## src/rtl/shift_sequencer.sv

```systemverilog
// ============================================================================
// Module   : shift_sequencer
// Brief    : Multi-cycle 32-bit SRL/SLL/SRA unit, one barrel level per clock.
//            Optional early exit via macro SHIFT_SEQ_EARLY_EXIT_EN.
// Revision : 1.0 - initial release
// ============================================================================
`default_nettype none

module shift_sequencer #(
  parameter int WIDTH = 32,
  parameter int SHW   = 5
) (
  input  logic             clk,
  input  logic             rst_n,
  input  logic             start,
  input  logic [WIDTH-1:0] data_in,
  input  logic [SHW-1:0]   shamt,
  input  logic [1:0]       op,
  output logic             ready,
  output logic             busy,
  output logic             done,
  output logic [WIDTH-1:0] result
);

  if (WIDTH != 32 || SHW != 5) begin : g_bad_param
    $error("shift_sequencer supports only WIDTH=32, SHW=5");
  end

  typedef enum logic [1:0] {
    S_IDLE  = 2'd0,
    S_SHIFT = 2'd1,
    S_DONE  = 2'd2
  } state_t;

  state_t           r_state;
  state_t           w_next;
  logic [2:0]       r_stage;
  logic [WIDTH-1:0] r_work;
  logic [WIDTH-1:0] r_result;
  logic [SHW-1:0]   r_shamt;
  logic [1:0]       r_op;
  logic [WIDTH-1:0] w_level;
  logic [4:0]       w_k;
  logic             w_accept;
  logic             w_last;

  assign w_accept = start && ((r_state == S_IDLE) || (r_state == S_DONE));
  assign w_k      = 5'd1 << r_stage;

`ifdef SHIFT_SEQ_EARLY_EXIT_EN
  // Leave once no latched shamt bit above the level being applied remains set.
  assign w_last = (r_stage == 3'd4) || ((r_shamt >> (r_stage + 3'd1)) == '0);
`else
  assign w_last = (r_stage == 3'd4);
`endif

  always_comb begin
    w_level = r_work;
    if (r_shamt[r_stage]) begin
      case (r_op)
        2'b00:   w_level = r_work >> w_k;
        2'b01:   w_level = r_work << w_k;
        2'b10:   w_level = $unsigned($signed(r_work) >>> w_k);
        default: w_level = r_work;
      endcase
    end
  end

  always_comb begin
    w_next = r_state;
    case (r_state)
      S_IDLE:  w_next = start ? S_SHIFT : S_IDLE;
      S_SHIFT: w_next = w_last ? S_DONE : S_SHIFT;
      S_DONE:  w_next = start ? S_SHIFT : S_IDLE;
      default: w_next = S_IDLE;
    endcase
  end

  always_ff @(posedge clk or negedge rst_n) begin
    if (!rst_n) begin
      r_state  <= S_IDLE;
      r_stage  <= 3'd0;
      r_work   <= '0;
      r_shamt  <= '0;
      r_op     <= 2'b00;
      r_result <= '0;
    end else begin
      r_state <= w_next;
      if (w_accept) begin
        r_work  <= data_in;
        r_shamt <= shamt;
        r_op    <= op;
        r_stage <= 3'd0;
      end else if (r_state == S_SHIFT) begin
        r_work  <= w_level;
        r_stage <= r_stage + 3'd1;
        if (w_last) begin
          r_result <= w_level;
        end
      end
    end
  end

  // Flags decode the state register only, so no input reaches an output.
  assign ready  = (r_state == S_IDLE) || (r_state == S_DONE);
  assign busy   = (r_state == S_SHIFT);
  assign done   = (r_state == S_DONE);
  assign result = r_result;

endmodule

`default_nettype wire

```

## config.mk

```make
export PLATFORM = sky130hd
export DESIGN_NAME = shift_sequencer
export DESIGN_NICKNAME = d
export VERILOG_FILES = /design/src/rtl/shift_sequencer.sv
export SDC_FILE = /design/constraint.sdc
export NUM_CORES = 1
export LEC_CHECK = 0
export ABC_AREA = 1
export CORE_AREA = 3 3 113 115
export DETAILED_ROUTE_END_ITERATION = 10
export DIE_AREA = 0 0 116 118
export PLACE_DENSITY = 0.9
export SLEW_MARGIN = 20
export SYNTH_ARGS = -nofsm -noshare
export SYNTH_HDL_FRONTEND = slang
export SYNTH_SLANG_ARGS = --single-unit
```

## constraint.sdc

```tcl
create_clock -name clk -period 4.8 [get_ports clk]
set_clock_uncertainty 0.1 [all_clocks]
set_input_delay 1.2 -clock clk [delete_from_list [all_inputs] [get_ports clk]]
set_output_delay 1.2 -clock clk [all_outputs]
set_load 0.02 [all_outputs]
```

; Word-level counts from Yosys, hierarchy flattened
; Cells that the tools add are included.
[word_totals]
reg_bits = 76
in_bits = 42
out_inout_bits = 35
[classes]
addsub = 1
magnitude_cmp = 1
n_eq_ne = 5
n_shift = 4
mux = 11
bitwise = 1
reduce_logical = 7
[op_table]
columns = operator, count
row1 = 2-to-1 mux 32 bit, 3
row2 = one-hot mux 32 bit (3 select lines), 1
row3 = << shifter 32 x 5 -> 32 bit, 1
row4 = >> shifter 32 x 5 -> 32 bit, 1
row5 = >>> shifter 32 x 5 -> 32 bit, 1
row6 = 2-to-1 mux 3 bit, 2
row7 = "<< shifter 1 x 3 -> 5 bit, first input constant", 1
row8 = "equality test 2 x 1 -> 1 bit, second input constant", 2
row9 = "equality test 2 bit, second input constant", 2
row10 = zero test 2 bit, 2
row11 = "< comparator 3 x 4 -> 1 bit, second input constant", 1
row12 = one-hot mux 2 bit (2 select lines), 1
row13 = "adder 3 x 1 -> 3 bit, second input constant", 1
row14 = binary-select mux 1 bit (select 3 bit), 1
row15 = "equality test 3 bit, second input constant", 1
row16 = AND reduction 3 bit, 1
row17 = 2-to-1 mux 1 bit, 2
row18 = 2-to-1 mux 2 bit, 1
row19 = nonzero test 2 bit, 1
row20 = OR reduction 2 bit, 1
row21 = logical AND 1 bit, 1
row22 = logical OR 1 bit, 1
row23 = inverter 1 bit, 1

; Depth between registers and ports, before layout
[depth]
ltp_word = 6
ltp_mapped = 18
mapped_depth_nobuf = 17

; Least setup slack after synthesis
; No wires, ideal clock.
[synth_timing]
path_type = input port to flip-flop
start = in start
end = reg r_shamt[0]
arrival_ns = 2.060
t_required_ns = 4.575
path_slack_ns = 2.515
stages = 4
path_buffers = 2
path_cell_list = clkbuf_1 nand2_1 clkbuf_1 mux2_2
[synth_between]
elab_chain_cells = 1
[synth_rtl]
columns = item, line
row1 = start: declaration, 15  ; input logic start,
row2 = logical AND 1 bit, 47  ; assign w_accept = start && ((r_state == S_IDLE) || (r_state == S_DONE));
row3 = end signal: assignment, 91  ; r_shamt <= shamt;
row4 = end: declaration, 40  ; logic [SHW-1:0] r_shamt;
; Every way passes these cells.
; A chain may end at the register's enable or synchronous reset.

; Worst setup path in the final report
[layout_timing]
start = reg r_stage[0]
end = reg r_work[10]
[layout_between]
elab_chain_cells = 6
[layout_rtl]
columns = item, line
row1 = start: declaration, 37  ; logic [2:0] r_stage;
row2 = start signal: assignment, 96  ; r_stage <= r_stage + 3'd1;
row3 = << shifter 1 x 3 -> 5 bit, 48  ; assign w_k = 5'd1 << r_stage;
row4 = >>> shifter 32 x 5 -> 32 bit (tied with other cells), 63  ; 2'b10: w_level = $unsigned($signed(r_work) >>> w_k);
row5 = one-hot mux 32 bit (3 select lines), 60  ; case (r_op)
row6 = 2-to-1 mux 32 bit (*), 59  ; if (r_shamt[r_stage]) begin
row7 = 2-to-1 mux 32 bit (*), 94  ; end else if (r_state == S_SHIFT) begin
row8 = 2-to-1 mux 32 bit (*), 89  ; if (w_accept) begin
row9 = end signal: assignment, 90  ; r_work <= data_in;
row10 = end signal: assignment, 95  ; r_work <= w_level;
row11 = end: declaration, 38  ; logic [WIDTH-1:0] r_work;
; Mark *: on every way between the ends. The rest lies on a longest branch, timed or not. The select of a mux whose other input is x is not followed.

==> implementation parameters <==
Parameter                              Value

Run status
  Result of the run ... completed

Placement
  Routability congestion estimate from global placement ... between 1 and 1.5
  Dpl hpwl ... ~22,000 µm
  Buffers on Ports ... 76
  Post-DP Area ... 8120 µm²

Timing
  Hold Violations, Final ... 0
  Setup Viol. Count Final ... 0
  Highest achievable clock rate ... 291 MHz
  Transition at the pin with the smallest max-transition slack ... 0.990 ns
  Post-route minimum period ... 3.44 ns
  Headroom to the max-slew limit ... between 30 and 40%
  Setup repair after global routing missed its margin ... no
  Number of max-slew violations in the final report ... 0
  Final worst-path cycle share ... a little under three quarters
  Setup TNS Final ... 0 ns

Clock tree
  Number of buffers on the longest clock path ... 2
  H-tree levels ... 3
  Number of resized instances in the post-cts repair step ... 0
  Master cell of the clock root buffer ... clkbuf_16
  Post-CTS Hold Fix Bufs ... 0
  Post-CTS setup-driven buffer insertion count ... 0
  Clock tree from TritonCTS ... done
  CTS clk-pin slew, worst paths ... approximately 0.060 ns
  Clock net sink count ... 76
  Number of buffers inserted during clock tree synthesis ... 9
  Clock latency at the later pin of the worst-skew pair ... ~0.33 ns

GRT
  Overflow left after global routing ... 0
  Pin count of the biggest net entering global routing ... 77
  Antenna violations before repair ... 2
  Wire length of the first global-routing pass ... about 49,000 µm
  Number of global-route vias before repair ... 9,062
  All-layer global routing usage ... 45.7%

Setup path
  Family of cells with the greatest summed delay on the critical path ... simple AND/OR/NAND/NOR gates
  Slowest stage cell on the critical path ... a21oi_1
  Peak fanout along the critical path ... 34
  Buf+Inv Stages, Crit Path ... 1
  Category of the worst setup path capture point ... flop
  Chain of cells forming the critical path ... inv_1, ha_1, nand2_4, nand2_1, nand3_1, nand3_2, nand3_1, nand2_1, nand2_1, a21oi_1, nand2_1, nand2_1, nand2_1, nand2_1
  Critical Path Most Common Cell ... nand2_1
  Required time of the critical path ... 4.97 ns
  Critical Path Start Type ... flop
  Crit path largest cell delay ... 0.48 ns
  Critical path class ... flop to flop
  Critical path data arrival time ... approximately 3.6 ns

Detailed routing
  Vias after detailed routing ... 9,987
  Overall routed net length ... 31,500 µm
  Routed length per instance ... 21.4 µm
  # DRC ... 0
  Post-DRT Antenna Nets ... 0
  Initial DRC Count ... 1,659
  Detail-routed via count per cell ... 6.79
  Length of the first detailed-routing pass in iterations ... 6

Logic synthesis
  Synth Area in Simple Gates ... between 50 and 60%
  Ys flop type ... dfrtp_1
  Count of mapped cells out of synthesis ... 1,300
  Number of synthesized flops with an enable pin ... 0
  Mux contribution to synthesized area ... less than 1%
  Syn. warnings ... 0
  Area share of fa/ha/maj cells after synthesis ... 0.836%
  Average instance area after synthesis ... about 5.8 µm²
  Cell area after technology mapping ... around 7500 µm²
  Share of the yosys chip area belonging to registers ... 25.4%
  Synth async-reset ratio ... 100%
  Combinational family with the most area after synthesis ... simple AND/OR/NAND/NOR gates
  Share of the synthesized area in compound gates (AO/OA/AOI/OAI) ... under 10%
  Xor-xnor portion of the synthesized cell area ... 0%
  Net count after synthesis ... 1,347
  Synth cell types ... 31
  Flop and latch count out of synthesis ... 76

Die
  Die area ... 13,700 µm²
  Area of the placeable core ... between 10,000 and 15,000 µm²
  I/O pin total ... 77
  Die outline height ... 118 µm
  Initial cell density of the core ... 62.8%
  Core Rows ... 40
  Die width ... 116 µm

Cells and area
  Fraction of final layout cells with drive strength greater than 1 ... 3.93%
  Number of fillers in the final layout ... 1,017
  Highest-count cells in the layout ignoring fill and taps ... 437 x nand2_1, 436 x nand3_1, 92 x inv_1, 76 x dfrtp_1, 75 x clkdlybuf4s50_1
  Multi-input gate area ... approximately 4800 µm²
  Post-layout instance area ... 8410 µm²
  Post-route core utilization ... a little over two thirds
  Final #Nets ... 1,366
  Leading cell type in the layout, fill and taps excluded ... nand2_1
  Area used by sequential logic in the layout ... 1900 µm²
  Synthesis-to-layout area growth ... 12.4%

Job
  Maxcap violations ... 0

Hold path
  Path category of the worst min-delay check ... flop to flop
-- worst reg2reg max path, cell delays in order (launching register included) --
cell	delay (ns)
dfrtp_1	0.42
inv_1	0.22
ha_1	0.42
nand2_4	0.30
nand2_1	0.26
nand3_1	0.13
nand3_2	0.16
nand3_1	0.09
nand2_1	0.11
nand2_1	0.06
a21oi_1	0.48
nand2_1	0.30
nand2_1	0.18
nand2_1	0.07
nand2_1	0.08
-- cell families after synthesis --
| logic type | after synthesis |
|---|---|
| flops | 76 |
| buf+inv | 185 |
| fa+ha+maj | 5 |
| mux | 5 |
| simple gates | 930 |
| compound gates | 99 |
-- final cells by class --
| cell class | instances | area share (%) |
|---|---|---|
| diodes | 1 | 0.0298 |
| clock buffers | 13 | 2.98 |
| clock inverters | 2 | 0.417 |
| inverters | 100 | 4.49 |
| multi-input cells | 1039 | 56.7 |
| flip-flops and latches | 76 | 22.6 |
| well taps | 147 | 2.19 |
| repair buffers | 93 | 10.5 |
-- sequential cells by signal, summed over array words and instances, names as in the netlist --
signal   flops
r_work      32
result      32
r_shamt      5
r_stage      3
r_op         2
r_state      2
-- final timing paths --
path / end / slack (ns) / startpoint / cells past startpoint
worst max-delay path: r_work[10] / 1.36 / r_stage[0] / 14
worst min-delay path: result[24] / 0.38 / result[24] / 2
worst max register to register: r_work[10] / 1.36 / r_stage[0] / 14
worst min register to register: result[24] / 0.38 / result[24] / 2
max in group asynchronous: result[7] / 3.04 / rst_n / 1
min in group asynchronous: r_op[0] / 0.89 / rst_n / 1
-- per-layer routing --
layer  up-vias  part of all wire [%]  GRT usage [%]
met1      4515                    35           61.4
met5         -                 0.041              0
met2       913                    43           65.8
met4         2                   6.4           23.3
li1       4361                     -              -
met3       196                    16           14.0
-- synthesized netlist by cell type (7+ instances only) --
master	number	area, µm²
a21oi_1	26	130
buf_1	11	41.3
buf_2	27	135
buf_4	11	82.6
clkbuf_1	31	116
dfrtp_1	76	1900
inv_1	92	345
inv_2	7	26.3
nand2_1	437	1640
nand3_1	436	2180
nand4_1	7	43.8
nor2_1	30	113
o211ai_1	9	67.6
o21ai_0	40	200
o21ai_1	19	95.1
-- through the flow --
stage               cells  hold WS (ns)  worst slack [ns]
floorplan            1300         0.365              2.52
global placement     1455         0.364              1.49
detailed placement   1455         0.365              1.39
CTS                  1470         0.381              1.57
global route         1470         0.400              1.31
finish               1471         0.380              1.36
Power is left out: the tool's default activity adds up to more than one toggle a clock period on the data nets, which glitch-free logic cannot reach.
